--- config.mk ---
export PLATFORM = sky130hd
export DESIGN_NAME = store_buffer
export DESIGN_NICKNAME = d
export VERILOG_FILES = /design/src/rtl/store_buffer_pkg.sv /design/src/rtl/stbuf_align.sv /design/src/rtl/store_buffer.sv
export SDC_FILE = /design/constraint.sdc
export NUM_CORES = 1
export LEC_CHECK = 0
export CORE_UTILIZATION = 50
export DETAILED_ROUTE_END_ITERATION = 7
export DONT_BUFFER_PORTS = 1
export GPL_ROUTABILITY_DRIVEN = 1
export HOLD_SLACK_MARGIN = 0.03
export PLACE_DENSITY = 0.72
export SLEW_MARGIN = 20
export SYNTH_ARGS = -nofsm -noshare
export SYNTH_HDL_FRONTEND = slang
export SYNTH_HIERARCHICAL = 1
export SYNTH_SLANG_ARGS = --single-unit
--- constraint.sdc ---
create_clock -name clk -period 3.3 [get_ports clk]
set_clock_uncertainty 0.1 [all_clocks]
set_input_delay 0.165 -clock clk [delete_from_list [all_inputs] [get_ports clk]]
set_output_delay 0.165 -clock clk [all_outputs]
set_load 0.005 [all_outputs]
--- src/rtl/store_buffer_pkg.sv ---
// Shared types and constants for the store buffer.
// Holds the store funct3 encodings and the packed buffer-entry layout.
// Imported by the top and the alignment sub-module.
package store_buffer_pkg;

    localparam logic [2:0] F3_SB = 3'b000;
    localparam logic [2:0] F3_SH = 3'b001;
    localparam logic [2:0] F3_SW = 3'b010;

    // One buffered write: word address, lane-aligned data, byte enables.
    typedef struct packed {
        logic [29:0] addr;
        logic [31:0] wdata;
        logic [3:0]  be;
    } sb_entry_t;

endpackage

--- src/rtl/stbuf_align.sv ---
// Store alignment and legality check: builds a lane-aligned buffer entry.
// Latency: purely combinational, zero cycles.
// Backpressure: none; the caller decides whether the result is used.
module stbuf_align
    import store_buffer_pkg::*;
(
    input  logic [31:0] addr,
    input  logic [31:0] data,
    input  logic [2:0]  funct3,
    output sb_entry_t   entry,
    output logic        illegal
);

    // Replicate the store data across lanes and select the byte enables.
    always_comb begin
        entry      = '0;
        illegal    = 1'b0;
        entry.addr = addr[31:2];
        case (funct3)
            F3_SB: begin
                entry.wdata = {4{data[7:0]}};
                entry.be    = 4'b0001 << addr[1:0];
            end
            F3_SH: begin
                entry.wdata = {2{data[15:0]}};
                entry.be    = addr[1] ? 4'b1100 : 4'b0011;
                illegal     = addr[0];
            end
            F3_SW: begin
                entry.wdata = data;
                entry.be    = 4'b1111;
                illegal     = (addr[1:0] != 2'b00);
            end
            default: begin
                illegal = 1'b1;
            end
        endcase
    end

endmodule

--- src/rtl/store_buffer.sv ---
// Store buffer: FIFO of aligned stores draining to memory, with load hazard check.
// Latency: an accepted store is presented on mem_valid one cycle later.
// Backpressure: st_ready drops when full; head holds while mem_ready is low.
// STBUF_LD_MATCH_EN: when defined, ld_hazard compares word addresses of valid
// entries; otherwise any buffered store stalls a load.
module store_buffer
    import store_buffer_pkg::*;
#(
    parameter int DEPTH = 4
) (
    input  logic                     clk,
    input  logic                     rst,
    input  logic                     st_valid,
    output logic                     st_ready,
    input  logic [31:0]              st_addr,
    input  logic [31:0]              st_data,
    input  logic [2:0]               st_funct3,
    output logic                     st_err,
    output logic [31:0]              st_err_addr,
    output logic                     mem_valid,
    input  logic                     mem_ready,
    output logic [31:0]              mem_addr,
    output logic [31:0]              mem_wdata,
    output logic [3:0]               mem_be,
    input  logic                     ld_check,
    input  logic [31:0]              ld_addr,
    output logic                     ld_hazard,
    output logic                     empty,
    output logic [$clog2(DEPTH):0]   count
);

    localparam int PW = $clog2(DEPTH);
    localparam int CW = PW + 1;

    sb_entry_t         entries [DEPTH];
    logic [PW-1:0]     wr_ptr;
    logic [PW-1:0]     rd_ptr;
    logic [CW-1:0]     cnt;
    logic [CW-1:0]     cnt_next;
    logic              head_vld;
    sb_entry_t         st_entry;
    logic              st_illegal;
    logic              full;
    logic              st_fire;
    logic              push;
    logic              pop;
    sb_entry_t         head;

    stbuf_align u_align (
        .addr    (st_addr),
        .data    (st_data),
        .funct3  (st_funct3),
        .entry   (st_entry),
        .illegal (st_illegal)
    );

    // A pop never frees a slot for a push in the same cycle when full.
    assign full     = (cnt == CW'(DEPTH));
    assign st_ready = !full;
    assign st_fire  = st_valid && st_ready;
    assign push     = st_fire && !st_illegal;
    assign pop      = head_vld && mem_ready;

    // Occupancy after this edge's push/pop.
    always_comb begin
        cnt_next = cnt;
        case ({push, pop})
            2'b10:   cnt_next = cnt + CW'(1);
            2'b01:   cnt_next = cnt - CW'(1);
            default: cnt_next = cnt;
        endcase
    end

    // Pointers, occupancy and the registered head-valid flag.
    always_ff @(posedge clk or posedge rst) begin
        if (rst) begin
            wr_ptr   <= '0;
            rd_ptr   <= '0;
            cnt      <= '0;
            head_vld <= 1'b0;
        end else begin
            if (push) wr_ptr <= wr_ptr + PW'(1);
            if (pop)  rd_ptr <= rd_ptr + PW'(1);
            cnt      <= cnt_next;
            head_vld <= (cnt_next != '0);
        end
    end

    // Entry storage; contents are only meaningful inside the valid window.
    always_ff @(posedge clk) begin
        if (push) entries[wr_ptr] <= st_entry;
    end

    // Rejected stores raise a one-cycle error and record their address.
    always_ff @(posedge clk or posedge rst) begin
        if (rst) begin
            st_err      <= 1'b0;
            st_err_addr <= '0;
        end else begin
            st_err <= st_fire && st_illegal;
            if (st_fire && st_illegal) st_err_addr <= st_addr;
        end
    end

    assign head      = entries[rd_ptr];
    assign mem_valid = head_vld;
    assign mem_addr  = head_vld ? {head.addr, 2'b00} : '0;
    assign mem_wdata = head_vld ? head.wdata : '0;
    assign mem_be    = head_vld ? head.be : '0;
    assign empty     = (cnt == '0);
    assign count     = cnt;

`ifdef STBUF_LD_MATCH_EN
    logic ld_hit;

    // Match the load word against every entry inside the valid window.
    always_comb begin
        ld_hit = 1'b0;
        for (int i = 0; i < DEPTH; i++) begin
            if ((CW'(PW'(i) - rd_ptr) < cnt) && (entries[i].addr == ld_addr[31:2]))
                ld_hit = 1'b1;
        end
    end

    assign ld_hazard = ld_check && ld_hit;
`else
    logic ld_addr_unused;

    assign ld_addr_unused = &{1'b0, ld_addr};
    assign ld_hazard      = ld_check && !empty;
`endif

endmodule
==> results list, run 1 <==
- Number of synthesis warnings: 6
- Vias in the first global route: between 6000 and 7000
- The biggest area contributor in the post-synthesis netlist is sky130_fd_sc_hd__edfxtp_1.
- Global-route wire length before repair: around 38 mm
- Top cells by area in the synthesized netlist: sky130_fd_sc_hd__edfxtp_1 (63%), sky130_fd_sc_hd__mux4_2 (12%), sky130_fd_sc_hd__dfrtp_1 (8.2%)
* Most common cell after layout, fill and taps aside: sky130_fd_sc_hd__edfxtp_1
- Antenna violations before repair: 0
- Post-synthesis cell count: 665
* H-tree levels: 1
- Static Leak: 0.00485 uW
* Synthesis-to-layout area growth: 13.9%
- Transition time of the tightest slew-check pin: roughly 940 ps
- The worst setup path is launched from a flip-flop.
- Final wirelength: between 20 and 25 mm
- Once detail routing completed, the nets flagged for antenna violations numbered 0.
- The worst setup path is captured at a flip-flop.
- Power density over cell area: approximately 760 nW/um^2
* Number of cells in the design after placement: between 900 and 1000
* Highest fanout seen on the critical path: 7
- Post-cts sizing count: 0
- The total overflow left after global routing is 0.
- Pin placement for this block handled 212 I/O pins.
* CP cell instances: or3b_4 > and3b_2 > inv_1 > ha_1 > inv_1 > fa_1 > xor2_1 > or3_1 > nand4bb_1
- All-layer global routing usage: about a fifth
- Highest metal layer used by the detailed router: met4
- Number of iterations in the first detailed-routing pass: 8
- Clock latency on the worst-skew pair: 530 ps
- VDD sags by at most just over 0.6 mV.
* Final net count: roughly 800
* Area fraction of the dominant cell type after synthesis: a little over three fifths
* Global placement routability congestion: around 0.98
- Detailed-placement wirelength estimate: 14.7 mm
* Slowest CP cell: sky130_fd_sc_hd__dfrtp_1
- Full die area: 25800 um^2
- The floorplan step set the die width to around 160 um.
* Wire length on met1: between 9 and 10 mm
- Critical path start-end classification: flip-flop to flip-flop
- Delay-heaviest family, CP: simple AND/OR/NAND/NOR gates
* Detailed route wirelength on metal2: 12.1 mm
- Maximum buffer depth of the clock tree: 3
- Most used cell, CP: sky130_fd_sc_hd__inv_1
- From bottom edge to top edge, the die measures 161 um.
- CTS clk-pin slew, worst paths: around 70 ps
* Clock period minus worst slack: around 2700 ps
- Num rows: 57
- Headroom to the max-slew limit came out at a little under two fifths.
- Counting flops and latches in the post-synthesis netlist gives approximately 310.
- In this run, CTS created clock tree buffers numbering 29.
- Core footprint: 24500 um^2
- Share of synthesized area occupied by flip-flops and latches: ~71%
- After detailed routing, the number of remaining DRC violations is 0.
- Worst Hold Slack: ~53 ps
- Final worst-path cycle share: 81.7%
- Proportion of layout cells with a drive suffix above 1: 23.5%
- Antenna diode count: 0
* Summed negative setup slack over all endpoints: 0 ps
* Synthesized area divided by synthesized cell count: between 15 and 20 um^2
- The tool flagged a number of max-cap violations equal to 0.
* Unrepaired setup endpoints after global routing: no
- Port buffering added 0 buffers.
- STA puts the critical path data arrival time at ~3000 ps.
- Fmax: 371 MHz
* Worst min-delay path category: primary input to flip-flop
- Wirelength per Cell: about 24 um
* Pins Over Slew Limit: 0
* Initial core utilization: 51.4%
- Vias per cell: 5.83
- The netlist uses 35 different library cells.
- Result of the run: finished clean
- Number of sinks handled by clock tree synthesis: 305
- Final Hold Vio Count: 0
- Pin count of the biggest net entering global routing: 68
* Setup-violating endpoint count in the final report: 0
* Count of vias placed by the detailed router: 6099
- Post-synthesis instance area: 12600 um^2
- After the flow finishes, the layout carries non-filler instances totaling around 1000.
* Clock Root Buffer: sky130_fd_sc_hd__clkbuf_16
- Metal3 WL: between 2 and 2.5 mm
* Number of buffers and inverters on the critical path: 2
* Most frequent cells in the layout: sky130_fd_sc_hd__edfxtp_1 (264), sky130_fd_sc_hd__and2_1 (75), sky130_fd_sc_hd__mux4_2 (66), sky130_fd_sc_hd__dlygate4sd3_1 (66), sky130_fd_sc_hd__dfrtp_1 (38)
- TritonCTS built the clock tree.
- In this run, the number of DRC markers left after iteration 0 of detailed routing was around 510.
- Max stage delay on crit path: between 400 and 500 ps
* Critical path data required time: about 3700 ps
-- report_power, final --
part	switching [uW]	leakage (uW)	total, uW	internal (uW)
clock	1410	0.000492	3450	2040
combinational	1220	0.00148	2590	1360
sequential	297	0.00288	4850	4560
-- through the flow --
step	util [%]	setup WS (ps)	total power [uW]	cell area, um^2
floorplan	-	85.2	6940	12600
global placement	51.7	743	7420	12600
detailed placement	51.7	644	7480	12600
CTS	58.5	598	11000	14300
global route	58.5	446	11400	14300
finish	58.5	604	10900	14300
-- layer usage --
metal,track usage (%),up-vias
met3,4.75,38
met1,26.7,3125
li1,-,2608
met2,32.2,328
met5,0,-
met4,4.20,0
-- repair_timing --
| item | CTS | global route |
|---|---|---|
| endpoints found under the hold margin | 342 | 0 |
| hold buffers | 66 | 0 |
| buffers inserted | 0 | 0 |
-- sequential cells by signal, indices dropped and copies added, names as in the netlist --
register	cells
count	3
entries	264
mem_valid	1
rd_ptr	2
st_err	1
st_err_addr	32
wr_ptr	2
-- cells by family after synthesis --
kind of cell             Yosys count  synth area share, %
AO/OA/AOI/OAI                     48                 2.13
XOR/XNOR                           5                0.348
adder cells (fa/ha/maj)            6                0.657
buffers and inverters             78                 4.11
flip-flops                       305                 71.2
multiplexers                     100                 15.7
other                              1               0.0298
AND/OR/NAND/NOR                  122                 5.78
-- cells in the mapped netlist --
cell,instances
sky130_fd_sc_hd__and2_1,79
sky130_fd_sc_hd__o21ai_0,1
sky130_fd_sc_hd__ha_1,5
sky130_fd_sc_hd__mux2_4,29
sky130_fd_sc_hd__a21oi_1,28
sky130_fd_sc_hd__buf_6,4
sky130_fd_sc_hd__nor2b_1,13
sky130_fd_sc_hd__nand2_1,10
sky130_fd_sc_hd__and3_4,1
sky130_fd_sc_hd__mux4_2,66
sky130_fd_sc_hd__mux2_2,4
sky130_fd_sc_hd__nand2b_1,1
sky130_fd_sc_hd__nor2_1,11
sky130_fd_sc_hd__buf_2,11
sky130_fd_sc_hd__fa_1,1
sky130_fd_sc_hd__or3_1,1
sky130_fd_sc_hd__buf_1,3
sky130_fd_sc_hd__and3b_2,1
sky130_fd_sc_hd__conb_1,1
sky130_fd_sc_hd__edfxtp_1,264
sky130_fd_sc_hd__xor2_1,2
sky130_fd_sc_hd__buf_12,3
sky130_fd_sc_hd__mux2i_1,1
sky130_fd_sc_hd__o22ai_1,16
sky130_fd_sc_hd__buf_4,35
sky130_fd_sc_hd__or2_1,1
sky130_fd_sc_hd__or3b_4,1
sky130_fd_sc_hd__dfrtp_1,41
sky130_fd_sc_hd__o21a_1,2
sky130_fd_sc_hd__nand4bb_1,1
sky130_fd_sc_hd__xnor2_1,3
sky130_fd_sc_hd__clkbuf_1,14
sky130_fd_sc_hd__o21bai_1,1
sky130_fd_sc_hd__inv_1,8
sky130_fd_sc_hd__nor3_1,2
-- worst paths after layout --
kind / from / endpoint / slack, ps / depth (start not counted)
worst max-delay path: count[0] / mem_valid / 600 / 9
worst min-delay path: st_data[14] / entries[3][18] / 50 / 2
worst max register to register: count[0] / mem_valid / 600 / 9
worst min register to register: st_err_addr[26] / st_err_addr[26] / 440 / 1
max in group asynchronous: rst / rd_ptr[0] / 2250 / 2
min in group asynchronous: rst / st_err_addr[25] / 190 / 2
-- final cells by class --
type	count	area (um^2)
clock buffer	30	739
clock inverter	23	275
fill	1768	10100
inverter	8	30.0
multi-input combinational	283	3120
sequential	305	8960
tap	324	405
timing repair buffer	74	796
(Power assumes the default switching activity.)
==> run 2: changes to the inputs <==
==> constraint.sdc (replaced) <==
create_clock -name clk -period 2.2 [get_ports clk]
set_clock_uncertainty 0.1 [all_clocks]
set_input_delay 0.11 -clock clk [delete_from_list [all_inputs] [get_ports clk]]
set_output_delay 0.11 -clock clk [all_outputs]
set_load 0.005 [all_outputs]
==> run 2 against run 1 <==
  * The flow now finishes with violations (design-rule violations, negative setup slack)
  * Routed wire length grew 7.0%
  * Combinational power grew 110%
  * Critical path depth is the same
  * Clock power grew 45%
  * Non-clock buffer count grew 36
  * Clock-buffer cell count grew 14
  * Hold slack gained 47 ps
  * Sequential power grew 48%
  * Critical endpoint unchanged
==> results list, run 2 (synthesized netlist as in run 1, its figures left out) <==
- The slew of the pin with the lowest slew margin came to 1120 ps (+176 ps).
- The number of max-cap violations came to 0 (unchanged).
- The total vias in the final route is 6306 (+3.4%).
- Worst setup path end: mem_valid
* Core footprint: 24500 um^2 (unchanged)
* Switching power total: 4640 uW (+59%)
- Pins Over Slew Limit: 0 (unchanged)
* Antenna violations before repair: 0 (unchanged)
* I/O Buffers: 0 (unchanged)
- The share of total power consumed by net switching is 26.4% (-0.52 points).
* Vias per cell: 5.80 (-0.41%)
- Pin count of the biggest net entering global routing: 68 (unchanged)
- Launching element type of the critical path: flip-flop
- The clock insertion delay at the later pin of the skew report came to 550 ps (+20 ps).
- The final clock period utilization by the worst path is 106% (+24 points).
* H-tree levels: 1 (unchanged)
- The overall overflow remaining after global route was 0 (unchanged).
* Highest fanout seen on the critical path: 2 (-5)
- The via count of the first global-routing pass was 6497 (-0.18%).
- Summed negative setup slack over all endpoints: -4660 ps (-4660 ps)
- The count of clock tree sinks is 305 (unchanged).
- The path depth of the worst reg2reg path was 9 (unchanged).
* Critical path data required time: 2580 ps (-1080 ps)
* Final cell utilization of the core: 61.1% (+2.6 points)
- Global-route wire length before repair: 39.2 mm (+3.0%)
* Result of the run: complete, but fails checks
- Antenna diode count: 0 (unchanged)
- Worst Setup End Kind: flip-flop
- Num rows: 57 (unchanged)
- Fmax: 429 MHz (+16%)
- In the layout the commonest cells are sky130_fd_sc_hd__edfxtp_1 (264), sky130_fd_sc_hd__dlygate4sd3_1 (71), sky130_fd_sc_hd__mux4_2 (66), sky130_fd_sc_hd__and2_4 (62), sky130_fd_sc_hd__dfrtp_1 (38).
- The detailed router's first-iteration violation count came to 555 (+9.7%).
- The net count reported at finish was 849 (+4.7%).
* Final Hold Vio Count: 0 (unchanged)
- The post-route antenna net violation count came to 0 (unchanged).
* Area after DPL: 12800 um^2 (+1.4%)
- Setup-violating endpoint count in the final report: 163 (+163)
- Die width: 161 um (unchanged)
- Number of I/O pins: 212 (unchanged)
- From synthesis to final layout, the design area changed by 19.0%.
- Largest register by flop count: entries
* Flop-to-flop setup slack: -130 ps (-740 ps)
- Clock period minus worst slack: 2330 ps (-364 ps)
* Die span in y: 161 um (unchanged)
- Most common cell after layout, fill and taps aside: sky130_fd_sc_hd__edfxtp_1
* Worst min-delay path category: primary input to flip-flop
- Unrepaired setup endpoints after global routing: yes
- The worst register-to-register path begins at count[1].
* Static Leak: 0.00523 uW (+7.8%)
* Filler instances: 1700 (-3.8%)
- TritonCTS clock tree: done
* Number of iterations in the first detailed-routing pass: 8 (unchanged)
- The aggregate routed wire length came to 26.7 mm (+7.0%).
- Power density over cell area: 1180 nW/um^2 (+55%)
- The internal power is 13000 uW (+63%).
* Clock network power share: 28.4% (-3.3 points)
* Post-route cell area: 15000 um^2 (+4.4%)
- The sequential share of power is 40.7% (-3.9 points).
* Clock Root Buffer: sky130_fd_sc_hd__clkbuf_16
- The portion of total power attributed to combinational logic came to 30.9% (+7.1 points).
- CTS clk-pin slew, worst paths: 60 ps (about the same)
* All-layer global routing usage: 20.4% (+0.89 points)
- Number of clock buffers inserted by TritonCTS: 31 (+6.9%)
- The area enclosed by the die boundary is 25800 um^2 (unchanged).
* Proportion of layout cells with a drive suffix above 1: 33.0% (+9.5 points)
- The average detailed-routed wire length per instance came to 24.5 um (+3.1%).
* Number of flip-flops in the largest register: 264 (unchanged)
- The initial standard-cell utilization of the core was 51.4% (unchanged).
- Max IR drop VDD: 0.781 mV (+28%)
* Critical register-to-register path endpoint: mem_valid
* Global placement routability congestion: 0.964 (-2.2%)
- The worst slew margin relative to its limit came to 25.4% (-12 points).
- Detailed-placement wirelength estimate: 14.9 mm (+1.4%)
- Maximum buffer depth of the clock tree: 3 (unchanged)
- The critical path starts at count[1].
- Violations in the final reports: design-rule violations, negative setup slack
* DR DRC count: 1 (+1)
- Arrival time reported for the critical path endpoint: 2710 ps (-340 ps)
- The worst setup path is of the flip-flop to flip-flop kind.
- The worst-case setup margin in the final layout came to -132 ps (-736 ps).
-- run 2: worst min-delay path by stage --
stage                       startpoint               to  slack, ps  cells after the start
after global placement     st_addr[22]   entries[2][56]        110                      0
after floorplan            st_addr[10]  st_err_addr[10]        160                      1
after CTS                 st_funct3[0]   entries[3][28]         70                      3
after global routing      st_funct3[0]   entries[3][28]        110                      3
after detailed placement   st_addr[15]   entries[2][49]        110                      0
final                     st_funct3[0]   entries[3][28]        100                      3
-- run 2: cell type report --
class	instances	area [um^2]	share of cell area, %
Sequential cell	305	8960	59.9
Multi-Input combinational cell	283	3280	21.9
Timing Repair Buffer	110	1310	8.76
Clock buffer	44	825	5.51
Tap cell	324	405	2.71
Clock inverter	13	148	0.987
Inverter	8	32.5	0.217
-- run 2: power groups by stage --
stage / registers, uW / clock network (uW) / logic [uW]
after floorplan: 7150 / 0 / 3270
after global placement: 7300 / 0 / 4060
after detailed placement: 7330 / 0 / 4130
after CTS: 7170 / 5100 / 4920
after global routing: 7220 / 5350 / 5810
final: 7170 / 5000 / 5440
-- run 2: timing repair --
item	4_1_cts	5_1_grt
setup buffers	5	3
setup endpoints to repair	48	88
cloned	2	5
endpoints found under the hold margin	343	0
hold buffers	72	0
pin swaps	1	1
resized for setup	30	38
-- run 2: through the flow --
stage | total power [uW] | cells | hold slack (ps) | setup WS [ps]
finish | 17600 | 1087 | 99.7 | -132
global route | 18400 | 1087 | 106 | -181
CTS | 17200 | 1079 | 66.1 | -128
detailed placement | 11500 | 943 | 109 | -116
global placement | 11400 | 943 | 109 | -44.0
floorplan | 10400 | 666 | 158 | -208
-- run 2: metal layers --
| layer | GRT usage, % | share of wire [%] | wire length, um |
|---|---|---|---|
| met5 | 0 | 0 | 0 |
| met4 | 4.72 | 2.2 | 576 |
| met3 | 4.52 | 9.2 | 2460 |
| met2 | 34.4 | 50 | 13200 |
| met1 | 27.4 | 39 | 10400 |
-- run 2: worst max-delay path: stages (launching register included) --
cell                        delay (ps)
sky130_fd_sc_hd__dfrtp_1           370
sky130_fd_sc_hd__or3b_4            400
sky130_fd_sc_hd__and3b_2           240
sky130_fd_sc_hd__inv_4              60
sky130_fd_sc_hd__ha_4              130
sky130_fd_sc_hd__inv_2              40
sky130_fd_sc_hd__fa_2              330
sky130_fd_sc_hd__xor2_1            160
sky130_fd_sc_hd__or3_1             330
sky130_fd_sc_hd__nand4bb_1         110
